`src/rtl/coeff_rate_if.sv`:
```
// Coefficient, cost-table, lookup and per-group rate signals of the coefficient rate sequencer.
interface coeff_rate_if #(
    parameter int ACC_W = 40
);
    logic              coef_valid;
    logic              coef_ready;
    logic [15:0]       coef_abs;
    logic              coef_last;
    logic              cost_rd_en;
    logic [3:0]        cost_rd_idx;
    logic [15:0]       cost_g1;
    logic [15:0]       cost_abs;
    logic              lk_start;
    logic [1:0]        lk_level_case;
    logic [7:0]        lk_c1Idx;
    logic [7:0]        lk_c2Idx;
    logic [15:0]       lk_greater_one_cost;
    logic [15:0]       lk_level_abs_cost;
    logic [31:0]       lk_context_bits;
    logic              lk_done;
    logic              rate_valid;
    logic [ACC_W-1:0]  rate_bits;
    logic [7:0]        rate_count;
    logic              err_timeout;

    modport slave (
        input  coef_valid, coef_abs, coef_last, cost_g1, cost_abs, lk_context_bits, lk_done,
        output coef_ready, cost_rd_en, cost_rd_idx, lk_start, lk_level_case, lk_c1Idx, lk_c2Idx,
               lk_greater_one_cost, lk_level_abs_cost, rate_valid, rate_bits, rate_count, err_timeout
    );

    modport master (
        output coef_valid, coef_abs, coef_last, cost_g1, cost_abs, lk_context_bits, lk_done,
        input  coef_ready, cost_rd_en, cost_rd_idx, lk_start, lk_level_case, lk_c1Idx, lk_c2Idx,
               lk_greater_one_cost, lk_level_abs_cost, rate_valid, rate_bits, rate_count, err_timeout
    );
endinterface

```
`src/rtl/coeff_rate_sequencer.sv`:
```
// Per-group coefficient rate accumulation: cost-table read, context-bit lookup, saturating sum.
// Define RATE_SEQ_TIMEOUT_EN to add a lookup watchdog that forces a zero step and sets err_timeout.
//
// state       | meaning
// S_IDLE      | ready for the next coefficient
// S_FETCH     | cost-table read request
// S_WAIT_COST | cost data returns, captured
// S_ISSUE     | lookup start pulse
// S_WAIT_DONE | waiting for lookup result
// S_ACC       | accumulate step, update counters, close group on last
module coeff_rate_sequencer #(
    parameter int ACC_W       = 40,
    parameter int TIMEOUT_CYC = 16
) (
    input logic         clk,
    input logic         rst_n,
    coeff_rate_if.slave bus
);
    typedef enum logic [2:0] {
        S_IDLE, S_FETCH, S_WAIT_COST, S_ISSUE, S_WAIT_DONE, S_ACC
    } state_t;

    state_t            state_q, state_d;
    logic              run_q;
    logic [1:0]        lvl_q;
    logic              last_q;
    logic [3:0]        c1_q;
    logic              c2_q;
    logic [15:0]       g1_q, abs_q;
    logic [31:0]       step_q;
    logic [ACC_W-1:0]  acc_q;
    logic [7:0]        cnt_q;
    logic              rate_valid_q;
    logic [ACC_W-1:0]  rate_bits_q;
    logic [7:0]        rate_count_q;

    logic              xfer;
    logic              tmo_hit;
    logic [1:0]        lvl_in;
    logic [ACC_W:0]    acc_sum;
    logic [ACC_W-1:0]  acc_nxt;
    logic [7:0]        cnt_nxt;
    logic [2:0]        c1_sat;

    assign xfer    = bus.coef_valid && (state_q == S_IDLE) && run_q;
    assign acc_sum = {1'b0, acc_q} + (ACC_W+1)'(step_q);
    assign acc_nxt = acc_sum[ACC_W] ? '1 : acc_sum[ACC_W-1:0];
    assign cnt_nxt = (cnt_q == 8'hFF) ? cnt_q : cnt_q + 8'd1;
    assign c1_sat  = (c1_q >= 4'd8) ? 3'd7 : c1_q[2:0];

    always_comb begin
        lvl_in = 2'd3;
        if (bus.coef_abs == 16'd0)      lvl_in = 2'd0;
        else if (bus.coef_abs == 16'd1) lvl_in = 2'd1;
        else if (bus.coef_abs == 16'd2) lvl_in = 2'd2;
    end

`ifdef RATE_SEQ_TIMEOUT_EN
    localparam int TMO_W = $clog2(TIMEOUT_CYC + 1);
    logic [TMO_W-1:0] tmo_q;
    logic             err_q;

    // Down-counter loaded on ISSUE; terminal count in WAIT_DONE abandons the lookup.
    always_ff @(posedge clk or negedge rst_n) begin
        if (!rst_n) begin
            tmo_q <= '0;
            err_q <= 1'b0;
        end else begin
            if (state_q == S_ISSUE)
                tmo_q <= TMO_W'(TIMEOUT_CYC - 1);
            else if (state_q == S_WAIT_DONE && tmo_q != '0)
                tmo_q <= tmo_q - 1'b1;
            if (tmo_hit)
                err_q <= 1'b1;
        end
    end

    assign tmo_hit         = (state_q == S_WAIT_DONE) && !bus.lk_done && (tmo_q == '0);
    assign bus.err_timeout = err_q;
`else
    assign tmo_hit         = 1'b0;
    assign bus.err_timeout = 1'b0;
`endif

    always_ff @(posedge clk or negedge rst_n) begin
        if (!rst_n) state_q <= S_IDLE;
        else        state_q <= state_d;
    end

    always_comb begin
        state_d = state_q;
        case (state_q)
            S_IDLE:      if (xfer) state_d = (lvl_in == 2'd0) ? S_ACC : S_FETCH;
            S_FETCH:     state_d = S_WAIT_COST;
            S_WAIT_COST: state_d = S_ISSUE;
            S_ISSUE:     state_d = S_WAIT_DONE;
            S_WAIT_DONE: if (bus.lk_done || tmo_hit) state_d = S_ACC;
            S_ACC:       state_d = S_IDLE;
            default:     state_d = S_IDLE;
        endcase
    end

    always_comb begin
        bus.coef_ready          = (state_q == S_IDLE) && run_q;
        bus.cost_rd_en          = (state_q == S_FETCH);
        bus.cost_rd_idx         = (state_q == S_FETCH) ? {c2_q, c1_sat} : 4'd0;
        bus.lk_start            = (state_q == S_ISSUE);
        bus.lk_level_case       = lvl_q;
        bus.lk_c1Idx            = {4'd0, c1_q};
        bus.lk_c2Idx            = {7'd0, c2_q};
        bus.lk_greater_one_cost = g1_q;
        bus.lk_level_abs_cost   = abs_q;
        bus.rate_valid          = rate_valid_q;
        bus.rate_bits           = rate_bits_q;
        bus.rate_count          = rate_count_q;
    end

    always_ff @(posedge clk or negedge rst_n) begin
        if (!rst_n) begin
            run_q        <= 1'b0;
            lvl_q        <= 2'd0;
            last_q       <= 1'b0;
            c1_q         <= 4'd0;
            c2_q         <= 1'b0;
            g1_q         <= 16'd0;
            abs_q        <= 16'd0;
            step_q       <= 32'd0;
            acc_q        <= '0;
            cnt_q        <= 8'd0;
            rate_valid_q <= 1'b0;
            rate_bits_q  <= '0;
            rate_count_q <= 8'd0;
        end else begin
            run_q        <= 1'b1;
            rate_valid_q <= 1'b0;
            case (state_q)
                S_IDLE: if (xfer) begin
                    lvl_q  <= lvl_in;
                    last_q <= bus.coef_last;
                    if (lvl_in == 2'd0) step_q <= 32'd0;
                end
                S_WAIT_COST: begin
                    g1_q  <= bus.cost_g1;
                    abs_q <= bus.cost_abs;
                end
                S_WAIT_DONE: begin
                    if (bus.lk_done)  step_q <= bus.lk_context_bits;
                    else if (tmo_hit) step_q <= 32'd0;
                end
                S_ACC: begin
                    if (last_q) begin
                        rate_valid_q <= 1'b1;
                        rate_bits_q  <= acc_nxt;
                        rate_count_q <= cnt_nxt;
                        acc_q        <= '0;
                        cnt_q        <= 8'd0;
                        c1_q         <= 4'd0;
                        c2_q         <= 1'b0;
                    end else begin
                        acc_q <= acc_nxt;
                        cnt_q <= cnt_nxt;
                        // Counter updates use this coefficient's pre-update c1Idx.
                        if (lvl_q >= 2'd1 && c1_q != 4'd8) c1_q <= c1_q + 4'd1;
                        if (lvl_q >= 2'd2 && c1_q < 4'd8)  c2_q <= 1'b1;
                    end
                end
                default: ;
            endcase
        end
    end
endmodule
```
`src/flat_wrapper.sv`:
```
// flat-port wrapper written by rule: the top's interface ports become plain ports
module coeff_rate_sequencer_flat 
#(
    parameter int ACC_W       = 40,
    parameter int TIMEOUT_CYC = 16
)
  (clk, rst_n, bus_coef_valid, bus_coef_abs, bus_coef_last, bus_cost_g1, bus_cost_abs, bus_lk_context_bits, bus_lk_done, bus_coef_ready, bus_cost_rd_en, bus_cost_rd_idx, bus_lk_start, bus_lk_level_case, bus_lk_c1Idx, bus_lk_c2Idx, bus_lk_greater_one_cost, bus_lk_level_abs_cost, bus_rate_valid, bus_rate_bits, bus_rate_count, bus_err_timeout);
  coeff_rate_if #(.ACC_W(ACC_W)) bus_i ();
  input logic clk;
  input logic rst_n;
  input wire logic [$bits(bus_i.coef_valid)-1:0] bus_coef_valid;
  input wire logic [$bits(bus_i.coef_abs)-1:0] bus_coef_abs;
  input wire logic [$bits(bus_i.coef_last)-1:0] bus_coef_last;
  input wire logic [$bits(bus_i.cost_g1)-1:0] bus_cost_g1;
  input wire logic [$bits(bus_i.cost_abs)-1:0] bus_cost_abs;
  input wire logic [$bits(bus_i.lk_context_bits)-1:0] bus_lk_context_bits;
  input wire logic [$bits(bus_i.lk_done)-1:0] bus_lk_done;
  output wire logic [$bits(bus_i.coef_ready)-1:0] bus_coef_ready;
  output wire logic [$bits(bus_i.cost_rd_en)-1:0] bus_cost_rd_en;
  output wire logic [$bits(bus_i.cost_rd_idx)-1:0] bus_cost_rd_idx;
  output wire logic [$bits(bus_i.lk_start)-1:0] bus_lk_start;
  output wire logic [$bits(bus_i.lk_level_case)-1:0] bus_lk_level_case;
  output wire logic [$bits(bus_i.lk_c1Idx)-1:0] bus_lk_c1Idx;
  output wire logic [$bits(bus_i.lk_c2Idx)-1:0] bus_lk_c2Idx;
  output wire logic [$bits(bus_i.lk_greater_one_cost)-1:0] bus_lk_greater_one_cost;
  output wire logic [$bits(bus_i.lk_level_abs_cost)-1:0] bus_lk_level_abs_cost;
  output wire logic [$bits(bus_i.rate_valid)-1:0] bus_rate_valid;
  output wire logic [$bits(bus_i.rate_bits)-1:0] bus_rate_bits;
  output wire logic [$bits(bus_i.rate_count)-1:0] bus_rate_count;
  output wire logic [$bits(bus_i.err_timeout)-1:0] bus_err_timeout;
  assign bus_i.coef_valid = bus_coef_valid;
  assign bus_i.coef_abs = bus_coef_abs;
  assign bus_i.coef_last = bus_coef_last;
  assign bus_i.cost_g1 = bus_cost_g1;
  assign bus_i.cost_abs = bus_cost_abs;
  assign bus_i.lk_context_bits = bus_lk_context_bits;
  assign bus_i.lk_done = bus_lk_done;
  assign bus_coef_ready = bus_i.coef_ready;
  assign bus_cost_rd_en = bus_i.cost_rd_en;
  assign bus_cost_rd_idx = bus_i.cost_rd_idx;
  assign bus_lk_start = bus_i.lk_start;
  assign bus_lk_level_case = bus_i.lk_level_case;
  assign bus_lk_c1Idx = bus_i.lk_c1Idx;
  assign bus_lk_c2Idx = bus_i.lk_c2Idx;
  assign bus_lk_greater_one_cost = bus_i.lk_greater_one_cost;
  assign bus_lk_level_abs_cost = bus_i.lk_level_abs_cost;
  assign bus_rate_valid = bus_i.rate_valid;
  assign bus_rate_bits = bus_i.rate_bits;
  assign bus_rate_count = bus_i.rate_count;
  assign bus_err_timeout = bus_i.err_timeout;
  coeff_rate_sequencer #(.ACC_W(ACC_W), .TIMEOUT_CYC(TIMEOUT_CYC)) u_core (.clk(clk), .rst_n(rst_n), .bus(bus_i));
endmodule
```
`config.mk`:
```
export PLATFORM = sky130hd
export DESIGN_NAME = coeff_rate_sequencer_flat
export DESIGN_NICKNAME = d
export VERILOG_FILES = /design/src/rtl/coeff_rate_if.sv /design/src/rtl/coeff_rate_sequencer.sv /design/src/flat_wrapper.sv
export SDC_FILE = /design/constraint.sdc
export NUM_CORES = 1
export LEC_CHECK = 0
export ABC_AREA = 1
export BUFFER_PORTS_ARGS = -buffer_cell sky130_fd_sc_hd__buf_2
export CORE_MARGIN = 2
export CORE_UTILIZATION = 55
export DETAILED_ROUTE_END_ITERATION = 8
export MAX_ROUTING_LAYER = met4
export PLACE_DENSITY_LB_ADDON = 0.12
export SYNTH_ARGS = -nofsm -noshare
export SYNTH_HDL_FRONTEND = slang
export SYNTH_SLANG_ARGS = --single-unit
```
`constraint.sdc`:
```
create_clock -name clk -period 3.8 [get_ports clk]
set_input_delay 0.19 -clock clk [delete_from_list [all_inputs] [get_ports clk]]
set_output_delay 0.19 -clock clk [all_outputs]
set_load 0.02 [all_outputs]
```
== Yosys cells after proc, flatten, opt, wreduce, memory -nomap -nowiden ==
Index checks and enable logic that the tools add are counted.

* Add/sub/neg operators: 3
* $lt $le $gt $ge: 4
* Equal/unequal tests: 12
* Multiplexer cells: 23
* Reduce and logical (&&, ||, !) cells: 17

{| class="wikitable"
|+ Operator list
! kind !! number
|-
| two-way mux 32 bit || 3
|-
| two-way mux 40 bit || 2
|-
| case mux 32 bit (2 select lines) || 1
|-
| adder 40 x 32 -> 41 bit || 1
|-
| == test 16 x 1 -> 1 bit (second input constant) || 1
|-
| == test 16 x 2 -> 1 bit (second input constant) || 1
|-
| zero test 16 bit || 1
|-
| two-way mux 8 bit || 2
|-
| case mux 3 bit (5 select lines) || 1
|-
| two-way mux 3 bit || 4
|-
| two-way mux 4 bit || 3
|-
| AND reduction 2 bit || 5
|-
| adder 8 x 1 -> 8 bit (second input constant) || 1
|-
| == test 8 bit (second input constant) || 1
|-
| == test 3 x 2 -> 1 bit (second input constant) || 2
|-
| == test 3 bit (second input constant) || 2
|-
| nonzero test 2 bit || 3
|-
| logical AND 1 bit || 5
|-
| two-way mux 1 bit || 5
|-
| adder 4 x 1 -> 4 bit (second input constant) || 1
|-
| greater-or-equal comparator 4 bit (second input constant) || 1
|-
| less-than comparator 4 bit (second input constant) || 1
|-
| two-way mux 2 bit || 2
|-
| != test 2 bit (second input constant) || 2
|-
| other kinds (8) || 8
|}

* Bits in registers: 173
* Input port bits: 85
* Word-level logic and storage cells: 73

== Logic depth before layout (Yosys ltp) ==
* Depth in word-level cells: 8
* Depth in mapped cells: 17
* Depth with buffers taken out: 15

== Worst setup path after synthesis ==
No wires, ideal clock.

* Path type: reg-to-reg
* Start point: reg u_core.acc_q[0]
* End point: reg u_core.acc_q[4]
* Data arrival time: 2058 ps
* Slack: 1626 ps
* Cell stages (with the launch flop): 17
* Path buffers: 2
* Path through: dfrtp_1 ha_1 fa_1 nand2_1 nand3_1 nand3_1 nand2_2 nand2_1 nand2_2 nand3_2 nand2_2 nand2_2 buf_6 buf_12 nand2_4 nand2_1 nand2_1

* Cells in the longest elaborated chain, start to end: 3

{| class="wikitable"
|+ Ends and longest elaborated chain
! item !! line !! RTL
|-
| from (decl) || coeff_rate_sequencer.sv:31 || <nowiki>logic [ACC_W-1:0] acc_q;</nowiki>
|-
| from (signal assigned) || coeff_rate_sequencer.sv:160 || <nowiki>acc_q <= acc_nxt;</nowiki>
|-
| adder 40 x 32 -> 41 bit || coeff_rate_sequencer.sv:46 || <nowiki>assign acc_sum = {1'b0, acc_q} + (ACC_W+1)'(step_q);</nowiki>
|-
| two-way mux 40 bit || coeff_rate_sequencer.sv:47 || <nowiki>assign acc_nxt = acc_sum[ACC_W] ? '1 : acc_sum[ACC_W-1:0];</nowiki>
|-
| two-way mux 40 bit || coeff_rate_sequencer.sv:151 || <nowiki>if (last_q) begin</nowiki>
|}

Every way passes these cells.
A chain may end at the register's enable or synchronous reset.

== Worst setup path in the final report ==
* Start point: reg u_core.acc_q[0]
* End point: reg u_core.acc_q[1]

Same word-level chain as after synthesis.

==> results.sh <==
export IMPL_holdCritStartpoint="bus_lk_context_bits[30]"
export IMPL_use_met1_pct=42.8
export IMPL_synth_top_family_by_area="simple AND/OR/NAND/NOR gates"
export IMPL_powerDensity_mw_per_mm2=760
export IMPL_cts_made_buffers=17
export IMPL_viasPerCell=5.12
export IMPL_drc=0
export IMPL_drt_iter0_markers=679
export IMPL_clock_latency_ns=0.44
export IMPL_fin_skew_ns=0.0114
export IMPL_post_route_period_util_pct=77.6
export IMPL_synthArstFlopShare_pct=100
export IMPL_core_mm2=0.0180
export IMPL_worstSetupPathType="register to register"
export IMPL_first_pass_iters=7
export IMPL_antennaDiodeCount=0
export IMPL_finalNetCount=1717
export IMPL_worstMarginPinSlew_ns=1.02
export IMPL_yosys_area_top_type="dfrtp_1"
export IMPL_cts_resized=0
export IMPL_fp_dieH_um=140
export IMPL_setup_worst_path_start="u_core.acc_q[0]"
export IMPL_drt_total_wl_um=27400
export IMPL_io_pins=192
export IMPL_cp_max_fo=23
export IMPL_htreeDepth=4
export IMPL_synth_compound_area_share_pct=6.77
export IMPL_dominantRegCellSynth="dfrtp_1"
export IMPL_p_leak_nw=6.93
export IMPL_first_global_vias=9222
export IMPL_busiest_layer="met2"
export IMPL_drive_above_1_share_pct=17.5
export IMPL_syn_area_mm2=0.0101
export IMPL_yosys_warnings=0
export IMPL_synth_fa_ha_area_share_pct=4.51
export IMPL_wire_per_inst_um=14.9
export IMPL_period_needed_ns=2.95
export IMPL_finalSetupViolCount=0
export IMPL_rsz0062_at_grt="no"
export IMPL_fin_util_pct=67.8
export IMPL_cts_setup_buffers=0
export IMPL_worst_ep_arrival_time_ns=3.27
export IMPL_ys_seq_area_share_pct=42.7
export IMPL_peakVddDrop_mv=0.627
export IMPL_ys_types=40
export IMPL_grt_pass1_wl_um=45600
export IMPL_r2r_start="u_core.acc_q[0]"
export IMPL_row_count=49
export IMPL_cts_reportedPaths_clkPinSlew_ns=0.06
export IMPL_synth_xor_area_share_pct=1.81
export IMPL_drv_slew=0
export IMPL_synth_edf_count=0
export IMPL_status="completed"
export IMPL_ys_ff_latch=173
export IMPL_grt_max_degree=83
export IMPL_antenna_found_initial=0
export IMPL_die_area_mm2=0.0196
export IMPL_io_buffers=179
export IMPL_synth_area_leaders="dfrtp_1 43%, nand2_1 19%, inv_1 7.3%"
export IMPL_use_met3_pct=5.09
export IMPL_dp_hpwl_um=20000
export IMPL_final_cell_mix="521 x nand2_1, 196 x inv_1, 178 x buf_2, 173 x dfrtp_1, 83 x nor2_1"
export IMPL_cts_buffer_depth=2
export IMPL_cts_tree="done"
export IMPL_synth_area_mux_share_pct=3.55
export IMPL_synth_cells=1384
export IMPL_detail_route_antenna_nets=0
export IMPL_layout_commonest_cell="nand2_1"
export IMPL_vias=9407
export IMPL_synthSimpleGateAreaFrac_pct=30.4
export IMPL_end_kind="register"
export IMPL_gr_total_overflow=0
export IMPL_cts_sinks=173
export IMPL_synth_top_area_share_pct=42.7
export IMPL_required_ns=4.12
export IMPL_cap_viol_max_count=0
export IMPL_start_util_pct=56.3
export IMPL_synthToLayoutAreaGrowth_pct=20.4
export IMPL_ctsRootBufferMaster="clkbuf_16"
export IMPL_relSlewSlack_pct=31.5
export IMPL_hold_path_class="input port to register"
export IMPL_ctsHoldBuffers=44
export IMPL_crit_path_start_kind="register"
export IMPL_fin_tns_setup_ns=0
export IMPL_finalHoldViolCount=0
export IMPL_grt_usage_pct=29.8
export IMPL_die_w_um=140
export IMPL_grt_use_met2_pct=44.3
export IMPL_synth_area_per_cell_um2=7.33
export IMPL_fmax_ghz=0.339
export IMPL_place_gp_congestion=0.978
## through the flow
stage / cells / hold WS, ns / total power [mW] / instance area (um^2) / setup slack [ns]
after floorplan: 1395 / -0.106 / 6.09 / 10200 / 1.63
after global placement: 1762 / 0.241 / 7.34 / 11200 / 0.941
after detailed placement: 1762 / 0.241 / 7.42 / 11200 / 0.876
after CTS: 1838 / 0.000763 / 9.25 / 12200 / 0.871
after global routing: 1838 / 0.00689 / 9.95 / 12200 / 0.622
final: 1838 / 0.00531 / 9.28 / 12200 / 0.850
## path summary, 6_finish.rpt
check	endpoint	slack (ns)	cells after the start
hold / removal	u_core.step_q[30]	0.005	3
hold reg to reg	u_core.bus.rate_bits[35]	0.47	2
max in group asynchronous	u_core.bus.lk_greater_one_cost[1]	2.61	3
setup / recovery	u_core.acc_q[1]	0.85	15
min in group asynchronous	u_core.acc_q[5]	0.32	2
setup reg to reg	u_core.acc_q[1]	0.85	15
## cell families (layout without fill, tap and decap cells)
family	count (synthesis)	in the layout
AOI/OAI and AO/OA	131	131
xor gates and xnor gates	21	21
adders and majority gates	36	36
buffers and inverters	250	464
DFF	173	173
muxes	32	32
other	2	13
and+or+nand+nor	739	739
## worst max-delay path: stages (launching register included)
cell	delay [ns]
dfrtp_1	0.38
ha_1	0.26
fa_1	0.43
nand2_1	0.11
nand3_1	0.08
nand3_1	0.09
nand2_2	0.07
nand2_1	0.08
nand2_2	0.08
nand3_2	0.07
nand2_2	0.07
nand2_2	0.41
buf_4	0.44
nand2_1	0.12
nand2_1	0.09
nand2_1	0.05
## metal layers
| layer | vias up | wire length, um |
|---|---|---|
| met5 | - | 0 |
| met4 | 0 | 394 |
| met3 | 25 | 1990 |
| met2 | 308 | 11900 |
| met1 | 4372 | 13100 |
| li1 | 4702 | - |
## synth_stat cells, types with 6 or more instances
master and count:
a21oi_1 30, buf_2 17, o21ai_1 10, ha_1 35, clkbuf_1 17, nand4_1 9, dfrtp_1 173, o21ai_0 78
mux2_2 32, xor2_1 21, nand2_1 521, buf_4 13, nor2_1 83, nor3_1 9, nand2_4 10, inv_1 196
nand3_1 75, nand2_2 6, nand3b_1 6
## flip-flops by register name, summed over array words and instances (netlist names)
register                        count
u_core.acc_q                       40
u_core.step_q                      32
u_core.bus.lk_greater_one_cost     16
u_core.bus.lk_level_abs_cost       16
u_core.bus.rate_bits               40
u_core.c2_q                         1
u_core.bus.rate_count               8
u_core.last_q                       1
u_core.run_q                        1
u_core.bus.rate_valid               1
u_core.state_q                      3
u_core.cnt_q                        8
u_core.bus.lk_level_case            2
u_core.c1_q                         4
## cell type report
cell class,count,area (um^2)
clock inverter,8,109
tap,229,287
clock buffer,24,482
inverter,201,754
multi-input combinational,972,4830
timing repair buffer,231,1430
sequential,173,4330
fill,1566,5810
## power breakdown
group,total [mW],internal (mW),switching [mW]
combinational,4.50,1.60,2.90
clock,1.76,1.02,0.737
sequential,3.02,2.52,0.498
total,9.28,5.15,4.14
(Power assumes the default switching activity.)
